## src/rtl/bus_transfer_sequencer.sv

```systemverilog
// -----------------------------------------------------------------------------
// bus_transfer_sequencer
//
// Write side of the 32-bit datapath bus. Register-transfer requests
// (source code, destination code) are queued in a small FIFO and each one is
// played out as a timed pair of one-hot strobes. First the source drives the
// bus (DRIVE), then the destination loads it while the source is still
// driving (LOAD). At most one bus driver and at most one loader are active in
// any cycle.
//
// Ports
//   clock      in   1     system clock, rising edge
//   clear      in   1     synchronous active-low reset
//   req_valid  in   1     request present
//   req_src    in   5     source code (0..NSRC-1 legal)
//   req_dst    in   5     destination code (0..NDST-1 legal)
//   req_ready  out  1     request accepted when req_valid & req_ready
//   stall      in   1     holds the sequencer in DRIVE
//   src_out    out  NSRC  one-hot bus-drive enables (registered)
//   dst_in     out  NDST  one-hot register load enables (registered)
//   done       out  1     one-cycle pulse, coincident with dst_in
//   err        out  1     one-cycle pulse after an illegal request handshake
//   busy       out  1     transfer in flight or requests queued
// -----------------------------------------------------------------------------
module bus_transfer_sequencer #(
    parameter int DEPTH = 4,
    parameter int NSRC  = 24,
    parameter int NDST  = 24
) (
    input  logic            clock,
    input  logic            clear,
    input  logic            req_valid,
    input  logic [4:0]      req_src,
    input  logic [4:0]      req_dst,
    output logic            req_ready,
    input  logic            stall,
    output logic [NSRC-1:0] src_out,
    output logic [NDST-1:0] dst_in,
    output logic            done,
    output logic            err,
    output logic            busy
);

    localparam int AW    = (DEPTH > 1) ? $clog2(DEPTH) : 1;
    localparam int CNT_W = AW + 1;

    typedef enum logic [1:0] {
        IDLE  = 2'd0,
        DRIVE = 2'd1,
        LOAD  = 2'd2
    } state_t;

    state_t state_reg, state_next;

    // Request FIFO. Each entry packs {src, dst}. With only a handful of
    // entries the head is read directly so the pop edge can also register
    // the new source strobe.
    logic [9:0]       fifo_mem [DEPTH];
    logic [AW-1:0]    wr_ptr_reg, rd_ptr_reg;
    logic [CNT_W-1:0] count_reg;
    logic             fifo_full, fifo_empty;

    logic [4:0] cur_src_reg, cur_dst_reg;
    logic [4:0] cur_src_next, cur_dst_next;
    logic [4:0] head_src, head_dst;

    logic handshake, legal, push, pop;

    logic [NSRC-1:0] src_onehot, src_next;
    logic [NDST-1:0] dst_onehot, dst_next;
    logic            done_next;

    assign fifo_full  = (count_reg == CNT_W'(DEPTH));
    assign fifo_empty = (count_reg == '0);

    assign req_ready = clear & ~fifo_full;
    assign handshake = req_valid & req_ready;
    assign legal     = ({27'd0, req_src} < 32'(NSRC)) && ({27'd0, req_dst} < 32'(NDST));
    // Illegal requests complete the handshake but never reach the queue.
    assign push      = handshake & legal;
    // The head is taken whenever the sequencer is about to start a new DRIVE.
    assign pop       = clear & ~fifo_empty & ((state_reg == IDLE) || (state_reg == LOAD));

    assign {head_src, head_dst} = fifo_mem[rd_ptr_reg];

    assign busy = (state_reg != IDLE) || !fifo_empty;

    // FIFO storage: data only, no reset needed.
    always_ff @(posedge clock) begin
        if (push) begin
            fifo_mem[wr_ptr_reg] <= {req_src, req_dst};
        end
    end

    // FIFO pointers and occupancy. Pointers wrap naturally (power-of-2 depth).
    always_ff @(posedge clock) begin
        if (!clear) begin
            wr_ptr_reg <= '0;
            rd_ptr_reg <= '0;
            count_reg  <= '0;
        end else begin
            if (push) wr_ptr_reg <= wr_ptr_reg + 1'b1;
            if (pop)  rd_ptr_reg <= rd_ptr_reg + 1'b1;
            case ({push, pop})
                2'b10:   count_reg <= count_reg + 1'b1;
                2'b01:   count_reg <= count_reg - 1'b1;
                default: count_reg <= count_reg;
            endcase
        end
    end

    // Current transfer register.
    assign cur_src_next = pop ? head_src : cur_src_reg;
    assign cur_dst_next = pop ? head_dst : cur_dst_reg;

    always_ff @(posedge clock) begin
        if (!clear) begin
            cur_src_reg <= '0;
            cur_dst_reg <= '0;
        end else begin
            cur_src_reg <= cur_src_next;
            cur_dst_reg <= cur_dst_next;
        end
    end

    // FSM: state register.
    always_ff @(posedge clock) begin
        if (!clear) begin
            state_reg <= IDLE;
        end else begin
            state_reg <= state_next;
        end
    end

    // FSM: next-state logic.
    always_comb begin
        state_next = state_reg;
        case (state_reg)
            IDLE:    if (!fifo_empty) state_next = DRIVE;
            DRIVE:   if (!stall)      state_next = LOAD;
            LOAD:    state_next = fifo_empty ? IDLE : DRIVE;
            default: state_next = IDLE;
        endcase
    end

    // One-hot decoders for the transfer that will be current next cycle.
    generate
        for (genvar gi = 0; gi < NSRC; gi++) begin : g_src_dec
            assign src_onehot[gi] = ({27'd0, cur_src_next} == 32'(gi));
        end
        for (genvar gi = 0; gi < NDST; gi++) begin : g_dst_dec
            assign dst_onehot[gi] = ({27'd0, cur_dst_next} == 32'(gi));
        end
    endgenerate

    // FSM: output logic, evaluated for the upcoming state so the strobes
    // can be registered and stay glitch-free on the bus selects.
    always_comb begin
        src_next  = '0;
        dst_next  = '0;
        done_next = 1'b0;
        case (state_next)
            DRIVE: begin
                src_next = src_onehot;
            end
            LOAD: begin
                src_next  = src_onehot;
                dst_next  = dst_onehot;
                done_next = 1'b1;
            end
            default: ;
        endcase
    end

    always_ff @(posedge clock) begin
        if (!clear) begin
            src_out <= '0;
            dst_in  <= '0;
            done    <= 1'b0;
            err     <= 1'b0;
        end else begin
            src_out <= src_next;
            dst_in  <= dst_next;
            done    <= done_next;
            err     <= handshake & ~legal;
        end
    end

endmodule

```

## config.mk

```make
export PLATFORM = sky130hd
export DESIGN_NAME = bus_transfer_sequencer
export DESIGN_NICKNAME = d
export VERILOG_FILES = /design/src/rtl/bus_transfer_sequencer.sv
export SDC_FILE = /design/constraint.sdc
export NUM_CORES = 1
export LEC_CHECK = 0
export ABC_CLOCK_PERIOD_IN_PS = 2900
export CAP_MARGIN = 0
export CORE_UTILIZATION = 48
export DETAILED_ROUTE_END_ITERATION = 10
export PLACE_DENSITY = 0.82
export SLEW_MARGIN = 25
export SYNTH_ARGS = -nofsm -noshare
export SYNTH_HDL_FRONTEND = slang
export SYNTH_SLANG_ARGS = --single-unit
```

## constraint.sdc

```tcl
create_clock -name clock -period 2.9 [get_ports clock]
set_clock_uncertainty 0.2 [all_clocks]
set_input_delay 0.58 -clock clock [delete_from_list [all_inputs] [get_ports clock]]
set_output_delay 0.58 -clock clock [all_outputs]
set_load 0.01 [all_outputs]
```

* Word level (Yosys, flattened, before mapping) *
Memories as Yosys holds them, arrays and structs flattened. A register that Yosys moved wholly into a read port is not among the register bits.
Cells that the tools add are included.

word-level totals
  output and inout bits = 52
  bits in registers = 69
  logic and storage cells = 104
  RAM bits = 40
  memories kept = 1
  input port bits = 14

operators by class
  eq/ne operators = 53
  order comparisons = 2
  $add $sub $neg = 4
  bitwise logic cells = 9
  multiplexer cells = 12
  reductions and logical operators = 13

memories
  name      words  width  read ports  clocked after Yosys merged registers in  wr ports  RTL line  text
  fifo_mem  4      10     1           1                                        1         58        logic [9:0] fifo_mem [DEPTH];

operators with widths
  operator                                           number
  == test 5 x 4 -> 1 bit (second input constant)     16
  == test 5 bit (second input constant)              16
  == test 5 x 3 -> 1 bit (second input constant)     8
  == test 5 x 2 -> 1 bit (second input constant)     4
  == test 5 x 1 -> 1 bit (second input constant)     2
  logical NOT 5 bit                                  2
  < comparator 5 bit (second input constant)         2
  two-way mux 5 bit                                  2
  two-way mux 2 bit                                  4
  bitwise AND 1 bit                                  6
  == test 2 x 1 -> 1 bit (second input constant)     3
  == test 2 bit (second input constant)              3
  case mux 2 bit (3 select lines)                    1
  case mux 3 bit (2 select lines)                    1
  adder 2 x 1 -> 2 bit (second input constant)       2
  two-way mux 1 bit                                  4
  AND reduction 2 bit                                2
  nonzero test 2 bit                                 2
  adder 3 x 1 -> 3 bit (second input constant)       1
  == test 3 bit (second input constant)              1
  logical NOT 3 bit                                  1
  NOT 1 bit                                          3
  subtractor 3 x 1 -> 3 bit (second input constant)  1
  logical NOT 2 bit                                  1
  4 further kinds                                    5

* Depth between registers and ports, before layout *
Gate-level depths: netlist (run 1).

  depth in word-level cells = 7
  depth in mapped cells = 10
  depth with buffers taken out = 10

* Least setup slack after synthesis (run 1) *
Ideal clock, no wire load.

  path kind = input -> register
  from = input port clear
  to = register count_reg[2]
  arrival = 2.694 ns
  data required time = 2.630 ns
  path buffers = 2
  path slack = -0.065 ns
  setup time = 0.070 ns
  cell stages on the path = 10
  path through = clkbuf_1 -> nand2b_1 -> nor2_1 -> buf_2 -> ha_1 -> inv_1 -> fa_1 -> xor2_1 -> or3_1 -> a21oi_1

on the way
  longest elaborated chain between the ends = 5
  elaborated cells between the ends (all ways) = 9
  classes of those cells = 2 x eq/ne; 1 x mux; 5 x bitwise; 1 x reduce/logical

ends and longest elaborated chain
  what                                                                   RTL line  text
  start, declared                                                        31        input logic clear,
  bitwise AND 1 bit                                                      76        assign req_ready = clear & ~fifo_full;
  bitwise AND 1 bit                                                      77        assign handshake = req_valid & req_ready;
  bitwise AND 1 bit                                                      80        assign push = handshake & legal;
  == test 2 x 1 -> 1 bit or == test 2 bit (tied branches)                104       case ({push, pop})
  case mux 3 bit (2 select lines) or nonzero test 2 bit (tied branches)  n/a
  end signal, assigned                                                   105       2'b10: count_reg <= count_reg + 1'b1;
  end signal, assigned                                                   106       2'b01: count_reg <= count_reg - 1'b1;
  end signal, assigned                                                   107       default: count_reg <= count_reg;
  end, declared                                                          60        logic [CNT_W-1:0] count_reg;

Parallel ways exist; a longest one is shown, timed or not.
A chain may end at the register's enable or synchronous reset.

* Final worst setup path (run 1) *
  from = register state_reg[0]
  to = output port busy

on the way
  longest elaborated chain between the ends = 2

ends and longest elaborated chain
  what                    RTL line  text
  start, declared         53        state_t state_reg, state_next;
  start signal, assigned  131       state_reg <= state_next;
  nonzero test 2 bit      86        assign busy = (state_reg != IDLE) || !fifo_empty;
  logical OR 1 bit        86
  end, declared           41        output logic busy

Every way passes these cells.

==> results of run 1 <==
kinds of logic after synthesis:
family	count (synthesis)
multiplexers	16
AND/OR/NAND/NOR	132
flip-flops	111
buffers and inverters	28
AO/OA/AOI/OAI	42
XOR/XNOR	5
adder cells (fa/ha/maj)	7
Yosys cell counts (2+ instances only):
library cell	instances
o31a_2	3
buf_2	2
clkbuf_1	6
nor2b_1	7
nor3_1	3
nor2b_2	3
dfxtp_1	71
nor2_1	57
mux4_1	3
edfxtp_1	40
nand3_1	3
mux4_2	7
and2_1	7
or2_2	3
o2111ai_1	2
inv_1	17
ha_1	6
mux2i_1	3
a32oi_1	4
xnor2_1	2
a2bb2oi_1	6
or3_1	3
mux2_2	2
nand2b_1	5
xor2_1	3
a21oi_1	18
nand2_1	29
or4b_1	3
a31oi_1	2
worst min-delay path by stage:
stage                                        from                 endpoint  slack [ps]  cells after the start
after floorplan           state_reg[1]$_SDFF_PN0_  state_reg[1]$_SDFF_PN0_         220                      1
after global placement    state_reg[1]$_SDFF_PN0_  state_reg[1]$_SDFF_PN0_         240                      1
after detailed placement  state_reg[1]$_SDFF_PN0_  state_reg[1]$_SDFF_PN0_         250                      1
after CTS                 state_reg[1]$_SDFF_PN0_  state_reg[1]$_SDFF_PN0_         260                      1
after global routing      state_reg[1]$_SDFF_PN0_  state_reg[1]$_SDFF_PN0_         280                      1
final                     state_reg[1]$_SDFF_PN0_  state_reg[1]$_SDFF_PN0_         260                      1
per-layer routing:
layer,track usage [%],vias up,wire [um]
met1,24.4,1375,3500
li1,-,1368,-
met5,0,-,0
met3,3.14,16,351
met4,10.1,0,172
met2,33.7,78,4050
metrics by stage:
stage | setup TNS (ps) | instance area, um^2
after global placement | 0 | 5020
after floorplan | 0 | 4130
after CTS | 0 | 5210
after detailed placement | -134 | 5020
after global routing | 0 | 5210
final | 0 | 5210
worst max-delay path, stage by stage (launching register included):
cell and delay (ps):
dfxtp_1 590, clkinv_1 160, buf_4 200, nand3_1 90, clkdlybuf4s50_1 530
where the power goes:
part / switching, mW / leakage, nW / internal, mW / total, mW
combinational: 0.737 / 0.758 / 0.545 / 1.28
sequential: 0.128 / 0.935 / 1.73 / 1.86
clock: 0.503 / 0.0994 / 0.371 / 0.874
total: 1.37 / 1.79 / 2.65 / 4.02
layout make-up:
type / instances / area [um^2]
clock buffer: 11 / 153
fill: 658 / 3050
clock inverter: 5 / 37.5
timing repair buffer: 86 / 808
multi-input combinational: 202 / 1390
sequential: 111 / 2620
inverter: 18 / 67.6
tap: 105 / 131
==> results.ini, run 1 <==
[final_layout]
syn_to_final_growth_pct=26.2
fin_cells=538
largest_register_ffs=40
antennaDiodeCount=0
largest-register=fifo_mem
final_common_cell=dfxtp_1
top_regs=fifo_mem x40, dst_in x24, src_out x24
final_cell_mix=71 x dfxtp_1, 65 x clkdlybuf4s50_1, 56 x nor2_1
drive_gt1_share_pct=13.6
fin_nets=449
final_util_pct=63.1

[power]
power.total_mw=4.02
p_leak_nw=1.79
peakVddDrop_v=0.000311
power-per-cell-area_mw_per_mm2=770

[setup_path]
path_max_fanout=9
setup.worst_path.end_class=output pin
reg2reg_depth=10
worstReg2RegEnd=count_reg[2]$_SDFFE_PN0P_
rrSetupSlack_ps=210
worstPathArrival_ps=1940
reg2reg_from=count_reg[2]$_SDFFE_PN0P_
cp-startpoint=state_reg[0]$_SDFF_PN0_
crit_type=flip-flop to output pin
start_kind=flip-flop
crit_path_end=busy
critical_path_required_ps=2120

[grt]
grt-ovfl-total=0
grt_max_degree=21
grt_pass1_wl_um=13300
grt_antenna_before_repair=0
grt_pass1_vias=2765
grt_usage_pct=19.8

[routing]
avgViaCountPerCell=5.27
ant_nets=0
wl_per_cell_um=15.0
drt_pass1_iterations=4
wl_um=8070
drc=0
first_iter_violations=189
vias=2837

[synth]
syn_area_per_cell_um2=12.1
yosysWarnings=0
synth_seq_cells=111
yosysUniqueCellTypes=50
netlist.top_cell.by_area=dfxtp_1
syn_area_mm2=0.00413
synthSimpleGateAreaFrac_pct=15.9
synth-compound-area-share_pct=7.09
synth_fa_ha_area_share_pct=2.30
ys.flop_type=dfxtp_1
synth-edff-count=40
synth_top_family_by_area=simple AND/OR/NAND/NOR gates
seq_area_frac_synth_pct=63.5
syn_nets=362
synthMuxAreaShare_pct=7.27
synth_xor_area_share_pct=1.06
ys_top_cells_by_area=dfxtp_1 34%, edfxtp_1 29%, nor2_1 5.2%
synth_top_area_share_pct=34.4
syn_inst=341
async_flop_share_pct=0

[sta]
tightest_slew_ps=483
min_period_ps=2720
fin_ws_ps=184
clock.fmax_mhz=368
rsz0062_at_grt=no
period_share_pct=93.6
hold_viol_final=0
slew_viol_final=0
whs_ps=258
setup_violations=0
max-slew-margin-rel_pct=67.7

[clocking]
cts_tree=yes
clock_path_buffers=2
path_clk_slew_ps=100
clkLatencyLatePin_ps=370
cts_setup_buffers=0
clock-root-buffer=clkbuf_8
cts_inserted_buffers=9
numClockSinks=111
cts_max_level=3
cts_resized=0
cts_hold_buffers=0

[floorplanning]
ios=66
die_h_um=94.7
die_area_mm2=0.00898
fp.dieW_um=94.7
core_mm2=0.00826
rows=33
floorplan.initialDensity_pct=50.0

[place]
dp_hpwl_um=5870
gp_congestion=0.851
port_buffers=65
preCtsSetupSlack_ps=-59.8
dpl.cell_count=522

[min_path]
min_path_type=flip-flop to flip-flop

[flow_run]
cap_violations=0

[status]
status=completed

Power figures use the tool's default switching activity.
==> run 2, diff against run 1 <==
--- a/config.mk
+++ b/config.mk
@@ -10,6 +10,7 @@
 export CORE_UTILIZATION = 48
 export DETAILED_ROUTE_END_ITERATION = 10
 export PLACE_DENSITY = 0.82
+export SKIP_CTS_REPAIR_TIMING = 1
 export SLEW_MARGIN = 25
 export SYNTH_ARGS = -nofsm -noshare
 export SYNTH_HDL_FRONTEND = slang
==> results of run 2 <==
Final layout, timing and power as in run 1 (identical DEF).
==> run 3, diff against run 2 <==
--- a/config.mk
+++ b/config.mk
@@ -7,9 +7,10 @@
 export LEC_CHECK = 0
 export ABC_CLOCK_PERIOD_IN_PS = 2900
 export CAP_MARGIN = 0
-export CORE_UTILIZATION = 48
+export CORE_UTILIZATION = 56
 export DETAILED_ROUTE_END_ITERATION = 10
-export PLACE_DENSITY = 0.82
+export DONT_BUFFER_PORTS = 1
+export PLACE_DENSITY = 0.8
 export SKIP_CTS_REPAIR_TIMING = 1
 export SLEW_MARGIN = 25
 export SYNTH_ARGS = -nofsm -noshare
==> run 3 against run 2 <==
First-iteration DRC count down 21%. Flip-flop and latch count unchanged. Via count down 12%.
==> results.ini, run 3 (same netlist as run 1, synthesis figures left out) <==
[setup_path]
setup.worst_path.end_class=flip-flop
crit_type=flip-flop to flip-flop
worstPathCellList=or3b_2 > nand3_1 > nor2b_1 > inv_1 > ha_1 > inv_1 > fa_1 > xor2_1 > or3_1 > a21oi_1
worstPathArrival_ps=2810
critPathMostFrequentCell=inv_1
start_kind=flip-flop
critical_path_required_ps=3000
path_max_fanout=5
max_stage_delay_ps=470
crit_slowest_cell=or3b_2

[grt]
grt_max_degree=21
grt_antenna_before_repair=0
grt_usage_pct=21.4
grt_pass1_vias=2409
grt_pass1_wl_um=12200
grt-ovfl-total=0

[flow_run]
cap_violations=0

[sta]
clock.fmax_mhz=369
period_share_pct=93.5
max-slew-margin-rel_pct=65.1
min_period_ps=2710
finalSetupTns_ps=0
tightest_slew_ps=524
rsz0062_at_grt=no
hold_viol_final=0
setup_violations=0
slew_viol_final=0

[routing]
wl_per_cell_um=16.3
wl_um=7300
avgViaCountPerCell=5.58
first_iter_violations=150
drc=0
vias=2500
drt_pass1_iterations=4
ant_nets=0

[floorplanning]
core_mm2=0.00694
rows=30
floorplan.initialDensity_pct=59.5
fp.dieW_um=87.9
die_area_mm2=0.00772
ios=66
die_h_um=87.9

[final_layout]
nFillCells=532
largest_register_ffs=40
final_cell_mix=71 x dfxtp_1, 56 x nor2_1, 40 x edfxtp_1
syn_to_final_growth_pct=7.85
fin_cells=448
final_common_cell=dfxtp_1
top_regs=fifo_mem x40, dst_in x24, src_out x24
antennaDiodeCount=0
fin_nets=369
largest-register=fifo_mem
drive_gt1_share_pct=12.5

[clocking]
clock_path_buffers=2
path_clk_slew_ps=100
clock-root-buffer=clkbuf_8
numClockSinks=111
cts_tree=yes
cts_inserted_buffers=9
clkLatencyLatePin_ps=360
cts_max_level=3

[place]
gp_congestion=0.858
port_buffers=0
dpl.cell_count=433
dp_hpwl_um=5170

[power]
peakVddDrop_v=0.000499
p_leak_nw=1.49
power.total_mw=3.89
power-per-cell-area_mw_per_mm2=874

[status]
status=completed

[min_path]
min_path_type=input pin to flip-flop

==> run 3: changes by cell type in the layout (fill, tap and decap cells not counted) <==
| cell | before | now |
|---|---|---|
| clkdlybuf4s50_1 | 65 | 0 |
| buf_4 | 21 | 6 |
| bufinv_16 | 0 | 1 |
| clkbuf_1 | 1 | 0 |
| clkinv_2 | 1 | 2 |
| clkinv_4 | 2 | 1 |
| clkinvlp_4 | 0 | 1 |
| inv_4 | 1 | 0 |
| inv_6 | 1 | 0 |
==> run 3: metal layers <==
layer | GRT usage, % | part of all wire [%] | up-vias | wire length, um
met5 | 0 | 0 | - | 0
met4 | 8.49 | 1.8 | 0 | 129
met3 | 4.81 | 5.0 | 11 | 362
met2 | 35.9 | 49 | 69 | 3570
met1 | 27.1 | 44 | 1215 | 3250
li1 | - | - | 1205 | -
==> run 3: final cells by class <==
| type | instances | area [um^2] | share of cell area, % |
|---|---|---|---|
| Timing Repair Buffer | 6 | 45.0 | 1.01 |
| Sequential cell | 111 | 2620 | 58.9 |
| Multi-Input combinational cell | 202 | 1390 | 31.3 |
| Clock buffer | 10 | 149 | 3.34 |
| Tap cell | 96 | 120 | 2.70 |
| Inverter | 18 | 67.6 | 1.52 |
| Clock inverter | 5 | 56.3 | 1.26 |
==> run 3: final timing paths <==
kind / from / to / slack (ps) / cells after the start
worst max-delay path: count_reg[2]$_SDFFE_PN0P_ / count_reg[2]$_SDFFE_PN0P_ / 190 / 10
worst min-delay path: stall / state_reg[1]$_SDFF_PN0_ / 70 / 1
worst max register to register: count_reg[2]$_SDFFE_PN0P_ / count_reg[2]$_SDFFE_PN0P_ / 190 / 10
worst min register to register: cur_dst_reg[4]$_SDFF_PN0_ / cur_dst_reg[4]$_SDFF_PN0_ / 270 / 2
==> run 3: critical path, delay by kind of cell, from the launching register on <==
family / cells / cell delay, ps
AND/OR/NAND/NOR: 4 / 1010
AO/OA/AOI/OAI: 1 / 130
buffers and inverters: 2 / 190
flip-flops: 1 / 400
adder cells (fa/ha/maj): 2 / 570
XOR/XNOR: 1 / 150
==> run 3: power by group <==
group	leakage (nW)	total, mW	internal (mW)	switching, mW
logic	0.456	1.09	0.421	0.672
registers	0.935	1.87	1.73	0.135
clock network	0.103	0.932	0.446	0.486
total	1.49	3.89	2.60	1.29
==> run 3: through the flow <==
step / setup slack [ps] / hold WS (ps) / util [%] / cell area, um^2
floorplan: 19.3 / 219 / - / 4130
global placement: 313 / 246 / 61.2 / 4250
detailed placement: 196 / 259 / 61.2 / 4250
CTS: 174 / 57.6 / 64.1 / 4450
global route: 19.7 / 62.6 / 64.1 / 4450
finish: 189 / 72.1 / 64.1 / 4450
